**src/rtl/mul_seq_pkg.sv**
```systemverilog
// mul_seq_pkg: shared state encoding and algorithm-select constants for the
// sequential multiplier.
package mul_seq_pkg;

   typedef enum logic [1:0] {
      IDLE = 2'd0,
      RUN  = 2'd1,
      DONE = 2'd2
   } state_t;

   localparam logic MODE_REPADD   = 1'b0;
   localparam logic MODE_SHIFTADD = 1'b1;

endpackage

```
**src/rtl/mul_seq_datapath.sv**
```systemverilog
// mul_seq_datapath: A/B/P registers with a shared PW-bit adder; one step is
// either a repeated-addition iteration or a shift-add iteration.
module mul_seq_datapath
   import mul_seq_pkg::*;
#(
   parameter int WIDTH = 16
) (
   input  logic                 clk,
   input  logic                 rst,
   input  logic                 ld,
   input  logic                 clr_p,
   input  logic                 step,
   input  logic                 mode_r,
   input  logic [WIDTH-1:0]     a_in,
   input  logic [WIDTH-1:0]     b_in,
   output logic                 eqz,
   output logic [2*WIDTH-1:0]   product
);

   localparam int PW = 2 * WIDTH;

   logic [PW-1:0]    a_q, a_d, p_q, p_d;
   logic [WIDTH-1:0] b_q, b_d;
   logic             shift, add;

   always_comb begin
      shift = mode_r == MODE_SHIFTADD;
      // Shift-add only accumulates on a set multiplier LSB; repeated addition always does.
      add   = step && (!shift || b_q[0]);
      a_d   = ld ? {{WIDTH{1'b0}}, a_in} : (step && shift) ? a_q << 1 : a_q;
      b_d   = ld ? b_in : step ? (shift ? b_q >> 1 : b_q - WIDTH'(1)) : b_q;
      p_d   = clr_p ? '0 : add ? p_q + a_q : p_q;
   end

   always_ff @(posedge clk or posedge rst) begin
      if (rst) begin
         a_q <= '0;
         b_q <= '0;
         p_q <= '0;
      end else begin
         a_q <= a_d;
         b_q <= b_d;
         p_q <= p_d;
      end
   end

   assign eqz     = b_q == '0;
   assign product = p_q;

endmodule

```
**src/rtl/mul_seq_unit.sv**
```systemverilog
// mul_seq_unit: start/busy/done sequential multiplier; the FSM steps the
// datapath until the multiplier register reaches zero.
module mul_seq_unit
   import mul_seq_pkg::*;
#(
   parameter int WIDTH = 16
) (
   input  logic                 clk,
   input  logic                 rst,
   input  logic                 start,
   input  logic                 mode,
   input  logic [WIDTH-1:0]     a_in,
   input  logic [WIDTH-1:0]     b_in,
   output logic                 busy,
   output logic                 done,
   output logic [2*WIDTH-1:0]   product
);

   state_t state_q, state_d;
   logic   mode_q, mode_d;
   logic   ld, step, eqz;

   always_comb begin
      ld      = state_q == IDLE && start;
      step    = state_q == RUN && !eqz;
      mode_d  = ld ? mode : mode_q;
      state_d = (state_q == IDLE) ? (start ? RUN : IDLE) :
                (state_q == RUN)  ? (eqz ? DONE : RUN)   : IDLE;
   end

   always_ff @(posedge clk or posedge rst) begin
      if (rst) begin
         state_q <= IDLE;
         mode_q  <= MODE_REPADD;
      end else begin
         state_q <= state_d;
         mode_q  <= mode_d;
      end
   end

   assign busy = state_q != IDLE;
   assign done = state_q == DONE;

   mul_seq_datapath #(.WIDTH(WIDTH)) u_dp (
      .clk     (clk),
      .rst     (rst),
      .ld      (ld),
      .clr_p   (ld),
      .step    (step),
      .mode_r  (mode_q),
      .a_in    (a_in),
      .b_in    (b_in),
      .eqz     (eqz),
      .product (product)
   );

endmodule

```
**config.mk**
```make
export PLATFORM = sky130hd
export DESIGN_NAME = mul_seq_unit
export DESIGN_NICKNAME = d
export VERILOG_FILES = /design/src/rtl/mul_seq_pkg.sv /design/src/rtl/mul_seq_datapath.sv /design/src/rtl/mul_seq_unit.sv
export SDC_FILE = /design/constraint.sdc
export NUM_CORES = 1
export LEC_CHECK = 0
export ABC_CLOCK_PERIOD_IN_PS = 2800
export BUFFER_PORTS_ARGS = -buffer_cell sky130_fd_sc_hd__buf_2
export CAP_MARGIN = 20
export CORE_MARGIN = 2
export CORE_UTILIZATION = 54
export CTS_BUF_LIST = sky130_fd_sc_hd__clkbuf_4
export DETAILED_ROUTE_END_ITERATION = 8
export GPL_TIMING_DRIVEN = 1
export PLACE_DENSITY = 0.78
export SLEW_MARGIN = 30
export SYNTH_ARGS = -nofsm -noshare
export SYNTH_HDL_FRONTEND = slang
export SYNTH_SLANG_ARGS = --single-unit
```
**constraint.sdc**
```tcl
create_clock -name clk -period 2.8 [get_ports clk]
set_input_delay 0.42 -clock clk [delete_from_list [all_inputs] [get_ports clk]]
set_output_delay 0.42 -clock clk [all_outputs]
set_load 0.03 [all_outputs]
```
Word level (Yosys, flattened, before mapping):

Cells that the tools add are included.

* register bits after elaboration: 83
* bits of input ports: 36
* output and inout bits: 34
* word-level logic and storage cells: 33

* $add $sub $neg: 2
* equality and inequality tests: 2
* multiplexer cells: 11
* reductions and logical operators: 13

Operator list (number)
* two-way mux 32 bit: 4
* two-way mux 16 bit: 3
* adder 32 bit: 1
* logical NOT 16 bit: 1
* subtractor 16 x 1 -> 16 bit (second input constant): 1
* nonzero test 2 bit: 4
* two-way mux 2 bit: 3
* logical AND 1 bit: 4
* == test 2 x 1 -> 1 bit (second input constant): 1
* == test 2 bit (second input constant): 1
* logical NOT 1 bit: 2
* logical NOT 2 bit: 1
* logical OR 1 bit: 1
* two-way mux 1 bit: 1

Depth between registers and ports, before layout:

Gate-level depths: netlist (run 1).

* word-level depth: 6
* mapped depth: 11
* depth with buffers taken out: 11

Modules after synthesis:

Synthesis (run 1) repeated with hierarchy kept, for this count alone.

* cell total of the unflattened synthesis: 660
* area total of the unflattened synthesis: 5509.0 um^2

By module, submodules not included
* mul_seq_datapath: times used 1, cells an instance 648, area each 5366.4 um^2, seq. area each 2001.9 um^2
* mul_seq_unit: times used 1, cells an instance 12, area each 142.6 um^2, seq. area each 75.1 um^2

Worst setup path after synthesis (run 1):

OpenSTA, ideal clock, no wires.

* path type: reg2reg
* start: register u_dp.p_q[0], in the netlist u_dp.product[0]
* end: register u_dp.p_q[24], in the netlist u_dp.product[24]
* library setup time: 0.104 ns
* data arrival time: 3.143 ns
* required time: 2.696 ns
* slack: -0.446 ns
* stages on the path, launching flop included: 12
* path buffers: 0
* period minus slack after synthesis: 3.246 ns
* cells stage by stage: dfrtp_1 > ha_1 > fa_1 > a21o_1 > a221oi_2 > o21ai_2 > a311oi_4 > o21ai_2 > a21bo_1 > a21o_1 > a2111o_1 > o311ai_1

* cells in the longest elaborated chain, start to end: 3

Ends and longest elaborated chain
* from (decl): line mul_seq_datapath.sv:22 `logic [PW-1:0] a_q, a_d, p_q, p_d;`
* from (signal assigned): line mul_seq_datapath.sv:43 `p_q <= p_d;`
* adder 32 bit: line mul_seq_datapath.sv:32 `p_d = clr_p ? '0 : add ? p_q + a_q : p_q;`
* two-way mux 32 bit (2 in a row): line mul_seq_datapath.sv:32

No other way between the ends. The select of a mux whose other input is x is not followed.
A chain may end at the register's enable or synchronous reset.

Worst setup path in the final report (run 1):

Same ends and word-level chain as after synthesis.

==> results_tabular.tex, run 1 <==
\begin{tabular}{lr}
\hline
Metric & Value \\
\hline
\multicolumn{2}{l}{\textbf{Power and ir drop}} \\
\quad Leakage power figure & 2.94 nW \\
\quad Max IR drop VDD & approximately 0.72 mV \\
\quad PD cells & 1440 mW/mm\^{}2 \\
\quad Total power & 8.96 mW \\
\multicolumn{2}{l}{\textbf{Timing}} \\
\quad Normalized max-slew margin & a little over half \\
\quad Max Clock Skew & 0.0114 ns \\
\quad Min setup slack post-route & -0.0909 ns \\
\quad Maximum operating frequency & 346 MHz \\
\quad Slew at the pin closest to its max-slew limit & a little over 0.7 ns \\
\quad Count of endpoints failing setup in the final report & 2 \\
\quad Min cycle time layout & between 2 and 3 ns \\
\quad Final period utilization & 103\% \\
\quad Setup repair after global routing missed its margin & true \\
\quad Max-slew violation count & 0 \\
\quad Final hold vios & 0 \\
\multicolumn{2}{l}{\textbf{Critical path}} \\
\quad Origin of the critical flop-to-flop path & u\_dp.product[0]\$\_DFFE\_PP0P\_ \\
\quad Nature of the critical path endpoint & flop \\
\quad Slowest cell on crit path & sky130\_fd\_sc\_hd\_\_dfrtp\_2 \\
\quad Classification of the worst setup path & flop to flop \\
\quad Crit path required time & around 3.2 ns \\
\quad Number of cells traversed by the worst register-to-register path & 11 \\
\quad Worst endpoint data arrival time & 3.24 ns \\
\quad Element type at the critical path start & flop \\
\quad Crit Path Max Fanout & 4 \\
\quad Crit-path cells & ha\_4, fa\_2, a21o\_1, a221oi\_2, o21ai\_2, a311oi\_4, o21ai\_2, a21bo\_2, a21o\_1, a2111o\_1, o311ai\_1 \\
\quad Critical path launch point & u\_dp.product[0]\$\_DFFE\_PP0P\_ \\
\quad Slowest cell delay on critical path & between 0.4 and 0.5 ns \\
\multicolumn{2}{l}{\textbf{Floorplanning}} \\
\quad Standard-cell row count & 35 \\
\quad Vert. Die Dim & 102 microns \\
\quad Placeable core area & between 0.009 and 0.01 sq mm \\
\quad I/O pin cnt & 70 \\
\quad Die outline area & 0.0105 sq mm \\
\quad Width of the die & 102 microns \\
\quad Initial cell density of the core & between 50\% and 60\% \\
\multicolumn{2}{l}{\textbf{Placement}} \\
\quad Number of buffers added on ports & between 60 and 70 \\
\quad Sum of net half-perimeters after detailed placement & 9.37 mm \\
\quad Area post-placement & about 0.0059 sq mm \\
\quad RD Place Congestion & 0.992 \\
\quad Minimum setup slack after placement & -0.198 ns \\
\quad Placed Instances & 812 \\
\multicolumn{2}{l}{\textbf{Synth}} \\
\quad Largest area contributor in the synthesized netlist & sky130\_fd\_sc\_hd\_\_dfrtp\_1 \\
\quad Sequential share of the synthesized area & slightly below 40\% \\
\quad Yosys reg bits & 83 \\
\quad Number of instances in the synthesized netlist & 611 \\
\quad Net count after synthesis & a little under 700 \\
\quad Most frequently used flop master after synthesis & sky130\_fd\_sc\_hd\_\_dfrtp\_1 \\
\quad Post-synth design cell area & roughly 0.0052 sq mm \\
\quad Yosys synthesis warning count & 0 \\
\quad Biggest area contributors in the synthesized netlist & sky130\_fd\_sc\_hd\_\_dfrtp\_1, sky130\_fd\_sc\_hd\_\_ha\_1, sky130\_fd\_sc\_hd\_\_nand2\_1 \\
\quad List of most frequent post-synthesis cells & sky130\_fd\_sc\_hd\_\_nand2\_1, sky130\_fd\_sc\_hd\_\_dfrtp\_1, sky130\_fd\_sc\_hd\_\_nor2\_1 \\
\quad Synth cell types & 57 \\
\quad Count of flip-flops with a built-in enable after synthesis & 0 \\
\quad Mean area per synthesized cell & approximately 8.6 sq um \\
\quad Fraction of registers with async set or reset after synthesis & between 90\% and 100\% \\
\quad Count leader, synth & sky130\_fd\_sc\_hd\_\_nand2\_1 \\
\quad Area fraction of the dominant cell type after synthesis & 39.7\% \\
\multicolumn{2}{l}{\textbf{Detailed routing}} \\
\quad Average vias per placed instance & $\sim$6 \\
\quad \# DRC & 0 \\
\quad Routed length per placed instance & approximately 16 microns \\
\quad Drt total wl & 13.4 mm \\
\quad Vias after detailed routing & about 5.0k \\
\quad Router iterations before antenna repair & 5 \\
\quad Antenna violation net count after detailed routing & 0 \\
\quad Number of DRC markers after the initial detailed-route iteration & 336 \\
\multicolumn{2}{l}{\textbf{Layout}} \\
\quad Final cell count without fillers & approximately 840 \\
\quad Net total in the final layout & about 770 \\
\quad Synthesis-to-layout area growth & 18.9\% \\
\quad Share of cells above drive strength 1 & a little over a fifth \\
\quad Diodes inserted & 0 \\
\quad Fill cell total of the finished layout & 746 \\
\quad Final cell area excluding filler cells & a little over 0.006 sq mm \\
\multicolumn{2}{l}{\textbf{Global routing}} \\
\quad Pin count of the biggest net entering global routing & between 50 and 60 \\
\quad Global-route wire length before repair & $\sim$22 mm \\
\quad Total Routing Usage GR & between 20\% and 30\% \\
\quad Via count of the first global-routing pass & 4,646 \\
\quad Antenna violations before repair & 0 \\
\quad Total global routing overflow & 0 \\
\multicolumn{2}{l}{\textbf{Clock tree}} \\
\quad Clock transition time at the flip-flop clock pins of the worst setup and hold paths & 0.13 ns \\
\quad CTS root buf & sky130\_fd\_sc\_hd\_\_clkbuf\_4 \\
\quad Number of clock sinks seen by CTS & 83 \\
\quad CTS Buffer Depth & 2 \\
\quad CTS buffer count & 9 \\
\quad CTS Hold Buffers Added & 0 \\
\quad Clock insertion delay at the later pin of the skew report & between 0.4 and 0.5 ns \\
\quad H-tree depth & 3 \\
\quad TritonCTS clock tree & done \\
\multicolumn{2}{l}{\textbf{Min path}} \\
\quad Class of the tightest hold or removal check & input port to asynchronous set/reset pin \\
\multicolumn{2}{l}{\textbf{Run status}} \\
\quad Run status & complete, but fails checks \\
\quad Failing checks & negative setup slack \\
\multicolumn{2}{l}{\textbf{Flow run}} \\
\quad Max cap viols & 0 \\
\hline
\end{tabular}
-- per-stage QoR --
stage | utilization [%] | TNS [ns] | hold WS (ns)
floorplan | - | -0.480 | 0.483
global placement | 63.3 | -0.257 | 0.462
detailed placement | 63.4 | -0.524 | 0.490
CTS | 65.6 | -0.161 | 0.128
global route | 66.6 | -0.652 | 0.0695
finish | 66.6 | -0.121 | 0.0399
-- kinds of logic after synthesis --
family,synth area share [%]
simple gates,18.7
compound gates,24.9
fa+ha+maj,8.28
buf+inv,3.50
mux,0.383
flops,39.7
xor+xnor,4.52
-- power breakdown --
group	total (mW)	internal (mW)	leakage [nW]	switching, mW
Combinational	5.93	2.49	1.84	3.45
Clock	0.810	0.379	0.0807	0.431
Sequential	2.22	1.74	1.02	0.477
-- final timing paths --
| kind | end | slack, ns |
|---|---|---|
| worst max-delay path | u_dp.product[24]$_DFFE_PP0P_ | -0.09 |
| worst min-delay path | u_dp.b_q[1]$_DFFE_PP0P_ | 0.04 |
| worst max register to register | u_dp.product[24]$_DFFE_PP0P_ | -0.09 |
| worst min register to register | u_dp.product[31]$_DFFE_PP0P_ | 0.49 |
| max in group asynchronous | u_dp.product[30]$_DFFE_PP0P_ | 2.15 |
| min in group clk | mode_q$_DFFE_PP0P_ | 0.17 |
-- layout make-up --
type,count,area (sq um),share of cell area [%]
clock buffers,11,82.6,1.33
clock inverters,5,78.8,1.27
inverters,16,62.6,1.01
multi-input cells,482,3060,49.3
flip-flops and latches,83,2080,33.4
well taps,129,161,2.60
repair buffers,111,686,11.0
-- placed cells by master (no fill, tap or decap), drive strengths merged, types with 3 or more instances in the layout --
cell type,count
inv,16
or3,3
a21oi,53
buf,111
a21o,8
nor3,13
dfrtp,83
o21a,4
nand3,34
xnor2,11
nand2,86
nor2b,3
nor2,58
clkbuf,11
o21ai,57
and3,4
nand4,4
nor4,4
xor2,16
a221o,12
ha,33
o21bai,3
a22o,17
a31oi,18
-- sequential cells by signal (all words and copies together) (netlist names) --
signal	flops
mode_q	1
u_dp.a_q	32
u_dp.product	32
u_dp.b_q	16
state_q	2
-- worst max-delay path: cells and delay by family, from the launching register on --
family	cells	cell delay, ns
compound gates	9	1.85
flops	1	0.45
fa+ha+maj	2	0.52
-- layer usage --
metal / global-route usage, % / part of all wire (%)
met1: 36.2 / 44
met2: 44.8 / 48
met4: 5.95 / 1.4
met3: 5.47 / 6.7
met5: 0 / 0
-- timing repair --
| item | CTS | global route |
|---|---|---|
| gates resized for setup | 6 | 12 |
| buffers inserted | 5 | 4 |
| pin swaps | 5 | 5 |
| endpoints found under the setup margin | 5 | 8 |
(Power assumes the default switching activity.)
==> run 2: changes to the inputs <==
- CORE_UTILIZATION: 54 -> 25
- PLACE_DENSITY: 0.78 -> not set
==> run 2 against run 1 <==
Effect of this change: sequential power about the same; setup slack got worse by 0.021 ns; non-clock buffer count increased by 1; combinational power decreased by 1%; the flow still finishes with violations (negative setup slack); critical endpoint unchanged; clock skew increased by 0.0051 ns; critical path type unchanged; largest power group unchanged; register-to-register slack got worse by 0.02 ns; power decreased by 2.0%; fmax decreased by 0.70%; first-iteration DRC count increased by 16%; design area increased by 1.9%.
==> results_tabular.tex, run 2 (synthesized netlist as in run 1, its figures left out) <==
\begin{tabular}{lr}
\hline
Metric & Value \\
\hline
\multicolumn{2}{l}{\textbf{Run status}} \\
\quad Run status & complete, but fails checks \\
\quad Failing checks & negative setup slack \\
\multicolumn{2}{l}{\textbf{Placement}} \\
\quad Minimum setup slack after placement & -0.201 ns \\
\quad Sum of net half-perimeters after detailed placement & roughly 10 mm \\
\quad Number of buffers added on ports & 69 \\
\quad Placed Instances & roughly 960 \\
\quad Area post-placement & roughly 0.0061 sq mm \\
\quad RD Place Congestion & around 0.84 \\
\multicolumn{2}{l}{\textbf{Timing}} \\
\quad Max-slew violation count & 0 \\
\quad Min cycle time layout & roughly 2.9 ns \\
\quad Maximum operating frequency & 343 MHz \\
\quad Total negative setup slack & -0.129 ns \\
\quad Max Clock Skew & $\sim$0.017 ns \\
\quad WHS & $\sim$0.18 ns \\
\quad Final hold vios & 0 \\
\quad Count of endpoints failing setup in the final report & 2 \\
\quad Normalized max-slew margin & between 40\% and 50\% \\
\quad Final period utilization & 104\% \\
\quad Slew at the pin closest to its max-slew limit & between 0.7 and 0.8 ns \\
\quad Setup repair after global routing missed its margin & true \\
\quad Min setup slack post-route & -0.111 ns \\
\multicolumn{2}{l}{\textbf{Global routing}} \\
\quad Pin count of the biggest net entering global routing & 73 \\
\quad Global-route wire length before repair & approximately 23 mm \\
\quad Global route hottest layer & met2 \\
\quad M2 GR Usage & between 10\% and 20\% \\
\quad Via count of the first global-routing pass & roughly 4.5k \\
\quad Global-route met1 utilization & 18.7\% \\
\quad GR Util met3 & 1.93\% \\
\quad Total Routing Usage GR & between 10 and 15\% \\
\quad Antenna violations before repair & 1 \\
\quad Total global routing overflow & 0 \\
\multicolumn{2}{l}{\textbf{Power and ir drop}} \\
\quad Net load switching power & $\sim$4.3 mW \\
\quad Internal portion of total power & 4.50 mW \\
\quad Max IR drop VDD & $\sim$0.55 mV \\
\quad Leakage power figure & about 2.9 nW \\
\quad PD cells & 1390 mW/mm\^{}2 \\
\quad Switching Fraction & between 40\% and 50\% \\
\quad Clock power frac & 8.1\% \\
\quad Total power & slightly below 9 mW \\
\quad Share of total power in combinational logic & 66.8\% \\
\quad Seq pwr share & 25.1\% \\
\multicolumn{2}{l}{\textbf{Layout}} \\
\quad Final core utilization & 31.1\% \\
\quad Final cell count without fillers & roughly 1,000 \\
\quad Fill cell total of the finished layout & 2,165 \\
\quad Most frequent cells in the layout & sky130\_fd\_sc\_hd\_\_nand2\_1, sky130\_fd\_sc\_hd\_\_dfrtp\_1, sky130\_fd\_sc\_hd\_\_buf\_2 \\
\quad Share of cells above drive strength 1 & between 20 and 25\% \\
\quad Synthesis-to-layout area growth & 21.2\% \\
\quad Final cell area excluding filler cells & between 0.006 and 0.007 sq mm \\
\quad Most common cell after layout, fill and taps aside & sky130\_fd\_sc\_hd\_\_nand2\_1 \\
\quad Net total in the final layout & between 700 and 800 \\
\multicolumn{2}{l}{\textbf{Critical path}} \\
\quad Element type at the critical path start & flop \\
\quad Slowest cell delay on critical path & between 0.4 and 0.5 ns \\
\quad Critical path launch point & u\_dp.product[0]\$\_DFFE\_PP0P\_ \\
\quad Crit Path Max Fanout & 5 \\
\quad Slowest cell on crit path & sky130\_fd\_sc\_hd\_\_dfrtp\_2 \\
\quad Crit-path cells & ha\_4, fa\_2, a21o\_1, a221oi\_2, o21ai\_2, a311oi\_4, o21ai\_2, a21bo\_2, a21o\_1, a2111o\_1, o311ai\_1 \\
\quad Classification of the worst setup path & flop to flop \\
\quad Number of cells traversed by the worst register-to-register path & 11 \\
\quad Kind of cell adding the most delay to the critical path & compound AO/OA/AOI/OAI gates \\
\quad Critical path buffer and inverter count & 0 \\
\quad Crit path required time & between 3 and 4 ns \\
\quad Worst endpoint data arrival time & 3.29 ns \\
\quad Stages on the worst setup path & 11 \\
\quad Nature of the critical path endpoint & flop \\
\quad Origin of the critical flop-to-flop path & u\_dp.product[0]\$\_DFFE\_PP0P\_ \\
\multicolumn{2}{l}{\textbf{Flow run}} \\
\quad Max cap viols & 0 \\
\multicolumn{2}{l}{\textbf{Floorplanning}} \\
\quad Initial cell density of the core & between 20\% and 30\% \\
\quad Standard-cell row count & 52 \\
\quad Placeable core area & about 0.020 sq mm \\
\quad I/O pin cnt & 70 \\
\quad Width of the die & between 100 and 150 microns \\
\quad Vert. Die Dim & approximately 150 microns \\
\quad Die outline area & 0.0221 sq mm \\
\multicolumn{2}{l}{\textbf{Clock tree}} \\
\quad CTS buffer count & 9 \\
\quad CTS Buffer Depth & 2 \\
\quad Clock insertion delay at the later pin of the skew report & between 0.4 and 0.5 ns \\
\quad CTS root buf & sky130\_fd\_sc\_hd\_\_clkbuf\_4 \\
\quad Clock transition time at the flip-flop clock pins of the worst setup and hold paths & between 0.1 and 0.15 ns \\
\quad TritonCTS clock tree & done \\
\quad H-tree depth & 3 \\
\quad Number of clock sinks seen by CTS & just over 80 \\
\multicolumn{2}{l}{\textbf{Detailed routing}} \\
\quad Antenna violation net count after detailed routing & 0 \\
\quad Vias after detailed routing & $\sim$4.8k \\
\quad Routed length per placed instance & 14.5 microns \\
\quad Number of DRC markers after the initial detailed-route iteration & $\sim$400 \\
\quad \# DRC & 0 \\
\quad Router iterations before antenna repair & 5 \\
\quad Average vias per placed instance & around 4.9 \\
\quad Drt total wl & between 10 and 15 mm \\
\multicolumn{2}{l}{\textbf{Min path}} \\
\quad Class of the tightest hold or removal check & input port to flop \\
\quad Number of stages on the worst hold path & 2 \\
\quad Worst Hold Launch & b\_in[9] \\
\hline
\end{tabular}
-- run 2: cell types whose count changed in the layout (fill, tap and decap cells not counted), sizes merged --
cell         change
bufinv           -1
clkbuf           +1
clkinv           +2
clkinvlp         -2
diode            +1
dlygate4sd3      +1
inv              -1
-- run 2: layer usage --
metal | wire [microns] | up-vias | share of wire, %
met3 | 566 | 16 | 4.0
met2 | 6230 | 88 | 44
li1 | - | 2412 | -
met1 | 7130 | 2256 | 50
met5 | 0 | - | 0
met4 | 230 | 0 | 1.6
-- run 2: final timing paths --
check,endpoint,slack (ns)
max,u_dp.product[24]$_DFFE_PP0P_,-0.11
min,u_dp.b_q[9]$_DFFE_PP0P_,0.18
max reg2reg,u_dp.product[24]$_DFFE_PP0P_,-0.11
min reg2reg,u_dp.product[31]$_DFFE_PP0P_,0.47
max in group asynchronous,u_dp.a_q[16]$_DFFE_PP0P_,1.73
min in group asynchronous,u_dp.b_q[6]$_DFFE_PP0P_,0.41
-- run 2: repair_timing --
item | in CTS | in global routing
endpoints found under the setup margin | 6 | 8
buffers inserted | 0 | 3
hold buffers | 1 | 0
endpoints found under the hold margin | 11 | 0
gates resized for setup | 3 | 5
pin swaps | 4 | 6
-- run 2: power groups by stage --
stage | clock network, mW | registers [mW] | logic (mW)
finish | 0.712 | 2.21 | 5.87
global route | 0.793 | 2.28 | 6.56
CTS | 0.751 | 2.20 | 5.78
detailed placement | 0 | 2.23 | 5.73
global placement | 0 | 2.21 | 5.67
floorplan | 0 | 2.54 | 3.71
-- run 2: area by class of cell --
cell class                      instances  area [sq um]  share of cell area [%]
Antenna cell                            1          2.50                  0.0395
Tap cell                              270           338                    5.33
Multi-Input combinational cell        482          3030                    47.8
Clock inverter                          3          40.0                   0.632
Inverter                               16          61.3                   0.968
Timing Repair Buffer                  112           696                    11.0
Sequential cell                        83          2080                    32.8
Clock buffer                           12          90.1                    1.42
==> run 3: changes to the inputs <==
- ABC_CLOCK_PERIOD_IN_PS: 2800 -> 3650
- clock period: 2.8 -> 3.65 ns (I/O delays scaled with it)
==> run 3 against run 2 <==
Effect of this change: the run now ends clean; clock power shrank 14%; wire length decreased by 2.0%; first-iteration DRC count is 35% lower; non-clock buffer count shrank 33; sequential share of layout area is 1.6 points higher; clock skew grew 0.0015 ns; utilization shrank 1.5 points; critical path depth unchanged; critical endpoint unchanged; largest cell class unchanged.
==> results_tabular.tex, run 3 (synthesized netlist as in run 1, its figures left out) <==
\begin{tabular}{lr}
\hline
Metric & Value \\
\hline
\multicolumn{2}{l}{\textbf{Layout}} \\
\quad Most frequent cells in the layout & sky130\_fd\_sc\_hd\_\_nand2\_1, sky130\_fd\_sc\_hd\_\_dfrtp\_1, sky130\_fd\_sc\_hd\_\_buf\_2 \\
\quad Final core utilization & 29.6\% \\
\quad Final cell area excluding filler cells & roughly 0.0060 sq mm \\
\quad Most common cell after layout, fill and taps aside & sky130\_fd\_sc\_hd\_\_nand2\_1 \\
\quad Net total in the final layout & 741 \\
\quad Share of cells above drive strength 1 & between 15 and 20\% \\
\quad Final cell count without fillers & around 950 \\
\quad Synthesis-to-layout area growth & 15.4\% \\
\multicolumn{2}{l}{\textbf{Critical path}} \\
\quad Number of cells traversed by the worst register-to-register path & 11 \\
\quad Crit Path Max Fanout & 5 \\
\quad Crit path required time & 4.00 ns \\
\quad Element type at the critical path start & flop \\
\quad Reg-to-reg endpoint & u\_dp.product[24]\$\_DFFE\_PP0P\_ \\
\quad Reg2reg setup slack & $\sim$0.25 ns \\
\quad Origin of the critical flop-to-flop path & u\_dp.product[0]\$\_DFFE\_PP0P\_ \\
\quad Classification of the worst setup path & flop to flop \\
\quad Worst endpoint data arrival time & roughly 3.8 ns \\
\quad Nature of the critical path endpoint & flop \\
\multicolumn{2}{l}{\textbf{Power and ir drop}} \\
\quad PD cells & $\sim$1000 mW/mm\^{}2 \\
\quad Share of total power in combinational logic & 63.5\% \\
\quad Max IR drop VDD & 0.344 mV \\
\quad Leakage power figure & roughly 2.8 nW \\
\quad Switching Fraction & approximately 50\% \\
\quad Internal portion of total power & approximately 3.2 mW \\
\quad Seq pwr share & approximately 27\% \\
\quad Net load switching power & approximately 3.2 mW \\
\quad Total power & about 6.3 mW \\
\quad Clock power frac & 9.7\% \\
\multicolumn{2}{l}{\textbf{Run status}} \\
\quad Run status & finished, final reports clean \\
\multicolumn{2}{l}{\textbf{Detailed routing}} \\
\quad Antenna violation net count after detailed routing & 0 \\
\quad Average vias per placed instance & 4.96 \\
\quad Number of DRC markers after the initial detailed-route iteration & $\sim$260 \\
\quad Routed length per placed instance & approximately 15 microns \\
\quad Drt total wl & approximately 14 mm \\
\quad \# DRC & 0 \\
\quad Router iterations before antenna repair & 4 \\
\quad Vias after detailed routing & 4,694 \\
\multicolumn{2}{l}{\textbf{Clock tree}} \\
\quad CTS resizes & 0 \\
\quad Clock transition time at the flip-flop clock pins of the worst setup and hold paths & between 0.1 and 0.15 ns \\
\quad TritonCTS clock tree & done \\
\quad CTS Buffer Depth & 2 \\
\quad CTS Hold Buffers Added & 0 \\
\quad Clock insertion delay at the later pin of the skew report & between 0.4 and 0.5 ns \\
\quad CTS buffer count & 9 \\
\quad Setup bufs post-CTS & 0 \\
\quad CTS root buf & sky130\_fd\_sc\_hd\_\_clkbuf\_4 \\
\quad Number of clock sinks seen by CTS & 83 \\
\quad H-tree depth & 3 \\
\multicolumn{2}{l}{\textbf{Global routing}} \\
\quad Total global routing overflow & 0 \\
\quad Pin count of the biggest net entering global routing & between 50 and 60 \\
\quad Global-route wire length before repair & roughly 23 mm \\
\quad Total Routing Usage GR & around an eighth \\
\quad Antenna violations before repair & 1 \\
\quad Via count of the first global-routing pass & $\sim$4.4k \\
\multicolumn{2}{l}{\textbf{Placement}} \\
\quad Number of buffers added on ports & slightly below 70 \\
\quad RD Place Congestion & a little over 0.8 \\
\quad Area post-placement & $\sim$0.0059 sq mm \\
\quad Sum of net half-perimeters after detailed placement & around 10 mm \\
\quad Placed Instances & between 900 and 1k \\
\quad Minimum setup slack after placement & between 0.3 and 0.4 ns \\
\multicolumn{2}{l}{\textbf{Floorplanning}} \\
\quad Width of the die & between 100 and 150 microns \\
\quad I/O pin cnt & 70 \\
\quad Standard-cell row count & between 50 and 60 \\
\quad Die outline area & 0.0221 sq mm \\
\quad Vert. Die Dim & about 150 microns \\
\quad Initial cell density of the core & about a quarter \\
\quad Placeable core area & roughly 0.02 sq mm \\
\multicolumn{2}{l}{\textbf{Timing}} \\
\quad WHS & 0.0941 ns \\
\quad Maximum operating frequency & between 200 and 300 MHz \\
\quad Slew at the pin closest to its max-slew limit & approximately 0.67 ns \\
\quad Normalized max-slew margin & between 50\% and 60\% \\
\quad Count of endpoints failing setup in the final report & 0 \\
\quad Final hold vios & 0 \\
\quad Min setup slack post-route & about 0.25 ns \\
\quad Final period utilization & 93.1\% \\
\quad Setup repair after global routing missed its margin & false \\
\quad Max-slew violation count & 0 \\
\quad Min cycle time layout & between 3 and 4 ns \\
\quad Max Clock Skew & 0.0180 ns \\
\quad Total negative setup slack & 0 ns \\
\multicolumn{2}{l}{\textbf{Flow run}} \\
\quad Max cap viols & 0 \\
\multicolumn{2}{l}{\textbf{Min path}} \\
\quad Class of the tightest hold or removal check & input port to asynchronous set/reset pin \\
\hline
\end{tabular}
## run 3: worst max-delay path by stage
stage                           startpoint  depth (start not counted)                           end  slack [ns]
5_1_grt            u_dp.a_q[0]$_DFFE_PP0P_                         11  u_dp.product[24]$_DFFE_PP0P_        0.08
3_3_place_gp   u_dp.product[0]$_DFFE_PP0P_                         11  u_dp.product[24]$_DFFE_PP0P_        0.38
2_1_floorplan  u_dp.product[0]$_DFFE_PP0P_                         11  u_dp.product[24]$_DFFE_PP0P_        0.40
3_5_place_dp   u_dp.product[0]$_DFFE_PP0P_                         11  u_dp.product[24]$_DFFE_PP0P_        0.30
4_1_cts        u_dp.product[0]$_DFFE_PP0P_                         11  u_dp.product[24]$_DFFE_PP0P_        0.26
6_report       u_dp.product[0]$_DFFE_PP0P_                         11  u_dp.product[24]$_DFFE_PP0P_        0.25
## run 3: cell type report
cell class | instances | area (sq um)
fill | 2191 | 14300
multi-input combinational | 482 | 2980
sequential | 83 | 2080
timing repair buffer | 79 | 420
tap | 270 | 338
clock inverter | 6 | 80.1
clock buffer | 10 | 75.1
inverter | 16 | 61.3
antenna | 1 | 2.50
## run 3: layer usage
metal / vias to the layer above / GRT usage, % / routed length, microns
met5: - / 0 / 0
met4: 0 / 3.24 / 189
met3: 11 / 2.91 / 630
met2: 86 / 20.8 / 6280
met1: 2246 / 17.8 / 6770
li1: 2351 / - / -
## run 3: worst max-delay path, cell delays in order (launching register included)
cell                       delay (ns)
sky130_fd_sc_hd__dfrtp_1         0.42
sky130_fd_sc_hd__ha_1            0.25
sky130_fd_sc_hd__fa_1            0.41
sky130_fd_sc_hd__a21o_1          0.22
sky130_fd_sc_hd__a221oi_2        0.34
sky130_fd_sc_hd__o21ai_2         0.16
sky130_fd_sc_hd__a311oi_4        0.37
sky130_fd_sc_hd__o21ai_2         0.16
sky130_fd_sc_hd__a21bo_1         0.25
sky130_fd_sc_hd__a21o_1          0.21
sky130_fd_sc_hd__a2111o_1        0.41
sky130_fd_sc_hd__o311ai_1        0.09
## run 3: power by group through the flow
stage	Combinational, mW	Clock [mW]	Sequential, mW
finish	4.02	0.615	1.70
global placement	4.01	0	1.71
floorplan	2.84	0	1.94
detailed placement	4.03	0	1.72
global route	4.53	0.677	1.76
CTS	4.05	0.634	1.70
